$ cat src/rtl/fir_stim_gen.sv
// fir_stim_gen: burst stimulus source for a FIR input port.
// Produces impulse, step, ramp or LFSR-noise bursts of a programmable
// length over a valid/ready handshake, with abort and a done pulse.
module fir_stim_gen #(
    parameter int DATA_W = 16,
    parameter int LEN_W  = 16
) (
    input  logic              clk,
    input  logic              nrst,
    input  logic              start,
    input  logic [1:0]        mode,
    input  logic [DATA_W-1:0] amp,
    input  logic [LEN_W-1:0]  len,
    input  logic [15:0]       seed,
    input  logic              abort,
    input  logic              out_ready,
    output logic              out_valid,
    output logic [DATA_W-1:0] out_data,
    output logic              out_last,
    output logic              busy,
    output logic              done,
    output logic [LEN_W-1:0]  sample_cnt
);

    typedef enum logic [1:0] {
        ST_IDLE = 2'd0,
        ST_RUN  = 2'd1,
        ST_DONE = 2'd2
    } state_t;

    localparam logic [1:0]  MODE_IMPULSE = 2'd0;
    localparam logic [1:0]  MODE_STEP    = 2'd1;
    localparam logic [1:0]  MODE_RAMP    = 2'd2;
    localparam logic [15:0] LFSR_INIT    = 16'hACE1;
    localparam logic [15:0] LFSR_TAPS    = 16'hB400;

    state_t              state_reg;
    state_t              state_next;

    // Burst parameters captured at start; later input changes are ignored.
    logic [1:0]          mode_reg;
    logic [DATA_W-1:0]   amp_reg;
    logic [LEN_W-1:0]    len_reg;

    logic [15:0]         lfsr_reg;
    logic [DATA_W-1:0]   data_reg;
    logic                last_reg;
    logic [LEN_W-1:0]    cnt_reg;

    logic                transfer;
    logic [15:0]         seed_eff;
    logic [15:0]         lfsr_step;
    logic [DATA_W-1:0]   first_sample;
    logic [DATA_W-1:0]   next_sample;
    logic [LEN_W-1:0]    cnt_inc;
    logic [LEN_W-1:0]    len_m1;

    // Handshake, LFSR step and candidate samples for the datapath.
    always_comb begin
        transfer  = (state_reg == ST_RUN) && out_ready;
        seed_eff  = (seed == 16'h0000) ? LFSR_INIT : seed;
        lfsr_step = {1'b0, lfsr_reg[15:1]} ^ (lfsr_reg[0] ? LFSR_TAPS : 16'h0000);
        cnt_inc   = cnt_reg + 1'b1;
        len_m1    = len_reg - 1'b1;

        case (mode)
            MODE_IMPULSE: first_sample = amp;
            MODE_STEP:    first_sample = amp;
            MODE_RAMP:    first_sample = '0;
            default:      first_sample = seed_eff[DATA_W-1:0];
        endcase

        // Ramp accumulates from the current sample so wrap-around is free.
        case (mode_reg)
            MODE_IMPULSE: next_sample = '0;
            MODE_STEP:    next_sample = amp_reg;
            MODE_RAMP:    next_sample = data_reg + amp_reg;
            default:      next_sample = lfsr_step[DATA_W-1:0];
        endcase
    end

    // State register.
    always_ff @(posedge clk or negedge nrst) begin
        if (!nrst) begin
            state_reg <= ST_IDLE;
        end else begin
            state_reg <= state_next;
        end
    end

    // Next-state logic and state-decoded outputs.
    always_comb begin
        state_next = state_reg;
        out_valid  = 1'b0;
        busy       = 1'b0;
        done       = 1'b0;
        case (state_reg)
            ST_IDLE: begin
                if (start) begin
                    state_next = (len == '0) ? ST_DONE : ST_RUN;
                end
            end
            ST_RUN: begin
                out_valid = 1'b1;
                busy      = 1'b1;
                if (abort || (transfer && last_reg)) begin
                    state_next = ST_DONE;
                end
            end
            ST_DONE: begin
                done       = 1'b1;
                state_next = ST_IDLE;
            end
            default: begin
                state_next = ST_IDLE;
            end
        endcase
    end

    // Sample datapath: load the first sample at start, advance on each transfer.
    always_ff @(posedge clk or negedge nrst) begin
        if (!nrst) begin
            mode_reg <= '0;
            amp_reg  <= '0;
            len_reg  <= '0;
            lfsr_reg <= LFSR_INIT;
            data_reg <= '0;
            last_reg <= 1'b0;
            cnt_reg  <= '0;
        end else if ((state_reg == ST_IDLE) && start) begin
            mode_reg <= mode;
            amp_reg  <= amp;
            len_reg  <= len;
            lfsr_reg <= seed_eff;
            data_reg <= first_sample;
            last_reg <= (len == LEN_W'(1));
            cnt_reg  <= '0;
        end else if (transfer) begin
            lfsr_reg <= lfsr_step;
            data_reg <= next_sample;
            last_reg <= (cnt_inc == len_m1);
            cnt_reg  <= cnt_inc;
        end
    end

    assign out_data   = data_reg;
    assign out_last   = last_reg && (state_reg == ST_RUN);
    assign sample_cnt = cnt_reg;

endmodule

$ cat config.mk
export PLATFORM = sky130hd
export DESIGN_NAME = fir_stim_gen
export DESIGN_NICKNAME = d
export VERILOG_FILES = /design/src/rtl/fir_stim_gen.sv
export SDC_FILE = /design/constraint.sdc
export NUM_CORES = 1
export LEC_CHECK = 0
export ABC_AREA = 1
export ABC_CLOCK_PERIOD_IN_PS = 2250
export CORE_UTILIZATION = 45
export CTS_BUF_LIST = sky130_fd_sc_hd__clkbuf_8
export CTS_CLUSTER_SIZE = 28
export DETAILED_ROUTE_END_ITERATION = 10
export GPL_ROUTABILITY_DRIVEN = 0
export HOLD_SLACK_MARGIN = 0.03
export PLACE_DENSITY_LB_ADDON = 0.08
export SYNTH_ARGS = -nofsm -noshare
export SYNTH_HDL_FRONTEND = slang
export SYNTH_SLANG_ARGS = --single-unit
export TNS_END_PERCENT = 100
$ cat constraint.sdc
create_clock -name clk -period 2.25 [get_ports clk]
set_clock_uncertainty 0.2 [all_clocks]
set_input_delay 0.675 -clock clk [delete_from_list [all_inputs] [get_ports clk]]
set_output_delay 0.675 -clock clk [all_outputs]
set_load 0.02 [all_outputs]
* Word level (Yosys, flattened, before mapping)
Cells that the tools add are included.
** Storage, ports and cells
- Output and inout port bits :: 36
- Logic and storage cells :: 53
- Register bits :: 85
** Operators by class
- Reductions and logical operators :: 13
- Bitwise gates (word level) :: 1
- Equal/unequal tests :: 10
- $add $sub $neg :: 3
- Mux-type cells :: 18
** Operators with widths (count)
- two-way mux 16 bit :: 8
- one-hot mux 16 bit (3 select lines) :: 1
- zero test 16 bit :: 2
- one-hot mux 16 bit (2 select lines) :: 1
- adder 16 x 1 -> 16 bit (second input constant) :: 1
- adder 16 bit :: 1
- equality test 16 x 1 -> 1 bit (second input constant) :: 1
- equality test 16 bit :: 1
- subtractor 16 x 1 -> 16 bit (second input constant) :: 1
- XOR 15 x 16 -> 16 bit :: 1
- equality test 2 x 1 -> 1 bit (second input constant) :: 3
- equality test 2 bit (second input constant) :: 3
- zero test 2 bit :: 3
- two-way mux 2 bit :: 3
- logical AND 1 bit :: 4
- two-way mux 1 bit :: 4
- one-hot mux 2 bit (2 select lines) :: 1
- != test 2 x 1 -> 1 bit (second input constant) :: 1
- != test 2 bit (second input constant) :: 1
- AND reduction 2 bit :: 1
- nonzero test 2 bit :: 1
- OR reduction 2 bit :: 1
- logical OR 1 bit :: 1

* Logic depth before layout (Yosys ltp)
Gate-level depths: netlist (run 1).
- Word-level depth :: 6
- Gate-level depth with buffers :: 17
- Mapped depth without buffers :: 17

* Worst setup path before layout (run 1)
Ideal clock, no wire load.
- Kind :: register -> register
- Start point :: reg data_reg[0] (netlist: out_data[0])
- End point :: reg data_reg[8] (netlist: out_data[8])
- Setup slack :: 33 ps
- Required time :: 1934 ps
- Library setup time :: 116 ps
- Buffers on the path :: 0
- Stages on the path, launching flop included :: 18
- Arrival time :: 1900 ps
- Cells stage by stage :: dfrtp_1 > ha_1 > inv_1 > fa_1 > inv_1 > nand3_1 > nand2_1 > nand2_1 > nand2_1 > nand2_1 > nand2_1 > a21oi_1 > o21ai_0 > nand3_1 > nand2_1 > nand2_1 > nand2_1 > nand2_1
** Between the ends
- Word-level cells in the longest chain between the ends :: 4
** RTL lines
- from (decl) :: RTL line 46 : logic [DATA_W-1:0] data_reg;
- from (signal assigned) :: RTL line 135 : data_reg <= first_sample;
- from (signal assigned) :: RTL line 140 : data_reg <= next_sample;
- adder 16 bit :: RTL line 77 : MODE_RAMP: next_sample = data_reg + amp_reg;
- one-hot mux 16 bit (3 select lines) :: RTL line 74 : case (mode_reg)
- two-way mux 16 bit :: RTL line 138 : end else if (transfer) begin
- two-way mux 16 bit :: RTL line 130 : end else if ((state_reg == ST_IDLE) && start) begin
No other way between the ends. The select of a mux whose other input is x is not followed.
A chain may end at the register's enable or synchronous reset.

* Final worst setup path (run 1)
- Start point :: reg data_reg[0] (netlist: out_data[0])
- End point :: reg data_reg[14] (netlist: out_data[14])
The elaborated chain is that of the path after synthesis.

==> results.cfg, run 1 <==
[outcome]
run_status = finished, violations left
violations = setup timing

[clock_tree]
h-tree-depth = 3
clock_path_buffers = 2
cts_tree = done
clockRootBuffer = clkbuf_8
cts.sinks = 85
clk_latency_ns = 0.38
cts_inserted_buffers = 9
clk_pin_slew_ns = 0.08

[pwr]
p_leak_nw = 3.946
pwr-share-seq_pct = 26.1
internal_power_mw = 5.531
clockPowerShare_pct = 9.7
power_frac_comb_pct = 64.2
switchingPower_mw = 5.207
sw_frac_of_total_pct = 48.49
ir_worst_vdd_v = 0.0006105
power_density_nw_per_um2 = 1336

[placement]
io_buffers = 90
placed_area_um2 = 7527
post-place-ws_ns = -0.6827
placedCellCount = 1191
hpwl_um = 14170

[yosys]
syn-cell-area_um2 = 5907
synth_top_family_by_area = simple AND/OR/NAND/NOR gates
synthSimpleGateAreaFrac_pct = 32.43
synth.area.mux_share_pct = 0
synth_ff_type = dfrtp_1
ys_seq_area_share_pct = 36.18
yosysWarnings = 0
synthAdderAreaFrac_pct = 3.940
avgSynthCellArea_um2 = 6.774
syn_nets = 945
synth_compound_area_share_pct = 16.31
synth.distinct_cells = 47
synth_xor_xnor_area_share_pct = 1.779
ys_ff_latch = 85
async_flop_share_pct = 100.0
synth_edf_count = 0
synthCells = 872

[sta]
fin_crit_ns = 2.274
relSlewSlack_pct = 64.43
setup_viol = 2
fmax_mhz = 439.8
finalWorstSetupSlack_ns = -0.02402
finalHoldViolCount = 0
post-route-period-util_pct = 101.1
rsz0062_at_grt = true
finalSetupTns_ns = -0.03029
slew_violations = 0
tightest_slew_ns = 0.5330

[setup_path]
arrival_ns = 2.37
cp-start-kind = register
cp.required_ns = 2.35
crit_top_cell = nand2_1
crit_path_end_kind = register
max_stage_delay_ns = 0.41
slowest_stage = dfrtp_1
crit_buf_inv = 3
critPathTopFamily = adder cells
cp_cell_sequence = ha_4 > inv_2 > fa_2 > inv_2 > buf_4 > nand3_2 > nand3_4 > nand2_1 > nand3b_1 > nand2_1 > o21bai_1 > nand2_1 > a21oi_2
criticalPathCategory = register to register
cp_max_fo = 3

[detailed_routing]
ant_nets = 0
drt_iter0_drc = 495
drc = 0
wl_per_cell_um = 15.42
first_pass_iters = 5
routed_via_density = 5.322
dr_total_vias = 6509
routed_wl_um = 18860

[global_routing]
grt_pass1_vias = 6043
grt_pass1_wl_um = 29300
grt_overflow = 0
grt_antenna_before_repair = 0
grt_max_degree = 41
grt.total_usage_pct = 28.13

[floorplanning]
die_area_um2 = 13590
boundaryPins = 91
initial_core_util_pct = 46.43
die_height_um = 116.6
rows = 41
die_width_um = 116.6
coreArea_um2 = 12720

[finish]
final_common_cell = nand2_1
area_delta_synth_final_pct = 36.12
stdcell_count = 1223
drive_gt1_share_pct = 20.17
fill_cells = 1203
mostFrequentLayoutCells = 277 x nand2_1, 99 x buf_4, 96 x inv_1
antenna_cells = 0
stdcell_area_um2 = 8040
nets = 1119

[run]
cap_violations = 0

[worst_hold_path]
hold_class = register to register
synth_stat cells (2+ instances only):
cell | count | share of area [%]
o22ai_1 | 23 | 2.4
a31oi_1 | 4 | 0.42
nor4_1 | 3 | 0.32
nand2_1 | 282 | 18
clkbuf_1 | 16 | 1.0
inv_2 | 8 | 0.51
nand2_2 | 4 | 0.42
inv_1 | 100 | 6.4
a21o_1 | 3 | 0.38
nor2_4 | 3 | 0.57
buf_2 | 5 | 0.42
a22oi_1 | 2 | 0.25
xor2_1 | 6 | 0.89
a21oi_1 | 31 | 2.6
xnor2_1 | 6 | 0.89
o221ai_1 | 9 | 1.3
or2_2 | 2 | 0.21
nand4_1 | 12 | 1.3
dfstp_2 | 8 | 3.6
o21bai_1 | 5 | 0.64
dfrtp_1 | 77 | 33
buf_6 | 3 | 0.57
o21ai_1 | 5 | 0.42
nor3_1 | 7 | 0.59
nand3b_1 | 3 | 0.38
nand3_1 | 57 | 4.8
nor2_2 | 9 | 0.95
nor2_1 | 70 | 4.4
o211ai_1 | 7 | 0.89
ha_1 | 17 | 3.6
o21ai_0 | 69 | 5.8
through the flow:
stage | hold slack, ns | total power, mW | utilization [%]
after floorplan | 0.1794 | 6.694 | -
after global placement | 0.2724 | 8.799 | 59.17
after detailed placement | 0.2729 | 8.960 | 59.17
after CTS | 0.3043 | 10.02 | 60.85
after global routing | 0.3368 | 11.63 | 63.20
final | 0.3010 | 10.74 | 63.20
logic make-up (layout without fill, tap and decap cells):
kind of cell | Yosys count | count (layout)
buffers and inverters | 136 | 315
AO/OA/AOI/OAI | 165 | 165
adder cells (fa/ha/maj) | 18 | 18
flip-flops | 85 | 85
AND/OR/NAND/NOR | 456 | 456
XOR/XNOR | 12 | 12
path summary, 6_finish.rpt:
check / start / end / slack (ns) / cells after the start
max in group asynchronous: nrst / lfsr_reg[5] / 0.70 / 3
worst max-delay path: out_data[0] / out_data[14] / -0.02 / 13
min in group asynchronous: nrst / lfsr_reg[3] / 0.54 / 2
worst min-delay path: last_reg / last_reg / 0.30 / 2
worst min register to register: last_reg / last_reg / 0.30 / 2
worst max register to register: out_data[0] / out_data[14] / -0.02 / 13
cell type report:
class	count	area, um2	share of cell area [%]
Clock buffer	11	151.4	1.883
Clock inverter	5	26.28	0.3268
Inverter	109	414.1	5.151
Multi-Input combinational cell	651	3470	43.15
Sequential cell	85	2146	26.69
Tap cell	172	215.2	2.677
Timing Repair Buffer	190	1618	20.12
timing repair:
| action | CTS | global route |
|---|---|---|
| endpoints found under the setup margin | 57 | 23 |
| endpoints found under the hold margin | 23 | 0 |
| pin swaps | 3 | 23 |
| buffers inserted | 4 | 11 |
| cloned | 0 | 0 |
| hold buffers | 1 | 0 |
| resized for setup | 56 | 69 |
power groups by stage:
stage,Clock [mW],Combinational [mW],Sequential [mW]
finish,1.04,6.90,2.80
global placement,0,6.06,2.74
CTS,1.05,6.23,2.74
global route,1.11,7.64,2.87
detailed placement,0,6.19,2.77
floorplan,0,3.91,2.79
worst register-to-register path, delay by kind of cell (launching register included):
kind | cells | cell delay (ns)
adder cells (fa/ha/maj) | 2 | 0.54
AND/OR/NAND/NOR | 6 | 0.50
flip-flops | 1 | 0.41
buffers and inverters | 3 | 0.28
AO/OA/AOI/OAI | 2 | 0.25
layer usage:
layer,track usage (%),part of all wire (%),vias to the layer above
met4,10.21,2.1,0
met3,4.152,7.1,27
met2,42.60,44,263
met5,0,0,-
li1,-,-,3214
met1,40.72,47,3005
(Power assumes the default switching activity.)
==> run 2: changes to the inputs <==
Settings changed: CORE_MARGIN from default to 10.
==> run 2 against run 1 <==
Effect of this change:
- the run still ends with setup timing left
- routed wire length is 4.2% higher
- first-iteration DRC count is 41% higher
- maximum frequency is 2.7% lower
- hold slack worse by 0.24 ns
- global-route usage is 7.1 points lower
- critical endpoint is now out_data[12]
- highest routed layer unchanged
==> results.cfg, run 2 (same netlist as run 1, synthesis figures left out) <==
[floorplanning]
die_width_um = 134.6
initial_core_util_pct = 46.43
die_area_um2 = 18110
rows = 41
boundaryPins = 91
coreArea_um2 = 12720
die_height_um = 134.6

[detailed_routing]
ant_nets = 0
drc = 0
wl_per_cell_um = 16.16
drt_iter0_drc = 700
routed_wl_um = 19650
first_pass_iters = 6
routed_via_density = 5.378
dr_total_vias = 6540

[sta]
relSlewSlack_pct = 66.11
fin_crit_ns = 2.336
tightest_slew_ns = 0.5078
setup_viol = 6
fmax_mhz = 428.0
rsz0062_at_grt = true
post-route-period-util_pct = 103.8
finalWorstSetupSlack_ns = -0.08647
finalHoldViolCount = 0
slew_violations = 0
finalHoldWorstSlack_ns = 0.06387

[worst_hold_path]
hold_class = input pin to async pin

[finish]
fill_cells = 1224
multi_input_area_um2 = 3482
drive_gt1_share_pct = 19.06
mostFrequentLayoutCells = 275 x nand2_1, 94 x inv_1, 91 x buf_4
antenna_cells = 0
area_delta_synth_final_pct = 36.50
final_common_cell = nand2_1
regArea_um2 = 2141
nets = 1113
stdcell_count = 1216

[placement]
placedCellCount = 1188
hpwl_um = 14880
io_buffers = 90

[global_routing]
use_met3_pct = 4.191
grt.total_usage_pct = 20.99
grt_pass1_vias = 6319
grtUsageMet2_pct = 31.21
grt_pass1_wl_um = 30990
grt_most_used_layer = met2
use_met1_pct = 29.16
grt_overflow = 0
grt_max_degree = 50
grt_antenna_before_repair = 0

[outcome]
violations = setup timing
run_status = finished, violations left

[pwr]
internal_power_mw = 5.774
sw_frac_of_total_pct = 47.86
finalPower_mw = 11.07
p_leak_nw = 3.961
ir_worst_vdd_v = 0.0006906
power_frac_comb_pct = 64.1
clockPowerShare_pct = 10.8
power_density_nw_per_um2 = 1373
switchingPower_mw = 5.299
pwr-share-seq_pct = 25.1

[clock_tree]
cts_inserted_buffers = 9
clock_path_buffers = 2
h-tree-depth = 3
clk_pin_slew_ns = 0.09
cts_tree = done
cts.sinks = 85
clockRootBuffer = clkbuf_8
ctsHoldBuffers = 0
clk_latency_ns = 0.38

[setup_path]
cp.required_ns = 2.33
arrival_ns = 2.42
cp-start-kind = register
cp_max_fo = 3
crit_path_end_kind = register
criticalPathCategory = register to register

[run]
cap_violations = 0
[run 2: changes by cell type in the layout (fill, tap and decap cells not counted), moves of 3 or more]
| cell | change |
|---|---|
| buf_4 | -8 |
| dfrtp_1 | +4 |
| dfrtp_2 | -4 |
| ha_2 | -3 |
| nand3_4 | +3 |
| nor2_1 | +5 |
| nor2_2 | -3 |
[run 2: routing by layer]
layer | vias to the layer above | part of all wire, %
li1 | 3192 | -
met1 | 3006 | 47
met2 | 293 | 43
met3 | 49 | 7.9
met4 | 0 | 2.5
met5 | - | 0
[run 2: repair_timing]
item                                    CTS  global route
gates resized for setup                  54            65
pin swaps                                 1            22
setup buffers                             3            10
endpoints found under the setup margin   55            21
[run 2: cell type report]
cell class / count / share of cell area (%)
timing repair buffer: 184 / 19.91
clock buffer: 9 / 1.536
tap: 172 / 2.669
multi-input combinational: 651 / 43.19
inverter: 109 / 5.137
clock inverter: 6 / 1.009
sequential: 85 / 26.55
[run 2: through the flow]
| step | TNS, ns | area, um2 | setup WS (ns) | utilization [%] |
|---|---|---|---|---|
| 5_1_grt | -0.7475 | 8063 | -0.1744 | 63.38 |
| 4_1_cts | 0 | 7755 | 0.0006934 | 60.96 |
| 2_1_floorplan | 0 | 5907 | 0.03326 | - |
| 6_report | -0.1918 | 8063 | -0.08647 | 63.38 |
| 3_5_place_dp | -13.74 | 7530 | -0.6440 | 59.19 |
| 3_3_place_gp | -12.12 | 7530 | -0.5825 | 59.19 |
[run 2: worst paths after layout]
check | start | end | slack [ns] | cells after the start
hold / removal | nrst | amp_reg[5] | 0.06 | 2
max in group asynchronous | nrst | lfsr_reg[0] | 1.48 | 2
setup / recovery | out_data[0] | out_data[12] | -0.09 | 16
setup reg to reg | out_data[0] | out_data[12] | -0.09 | 16
min in group clk | last_reg | last_reg | 0.31 | 2
hold reg to reg | last_reg | last_reg | 0.31 | 2
[run 2: critical path, stage by stage (launching register included)]
cell and delay (ns):
dfrtp_1 0.38, ha_2 0.22, inv_2 0.05, fa_2 0.33, inv_2 0.10, nand3_2 0.08
nand2_2 0.10, buf_4 0.11, nand4_1 0.09, nand3_2 0.13, a21oi_1 0.07, o21ai_1 0.09
nand3_1 0.10, nand2_1 0.06, nand2_1 0.04, nand2_1 0.05, nand2_1 0.05
[run 2: power groups by stage]
stage	Combinational (mW)	Sequential [mW]	Clock [mW]
after floorplan	3.91	2.79	0
after global placement	6.15	2.73	0
after detailed placement	6.29	2.75	0
after CTS	6.31	2.72	1.21
after global routing	7.82	2.86	1.27
final	7.10	2.78	1.19
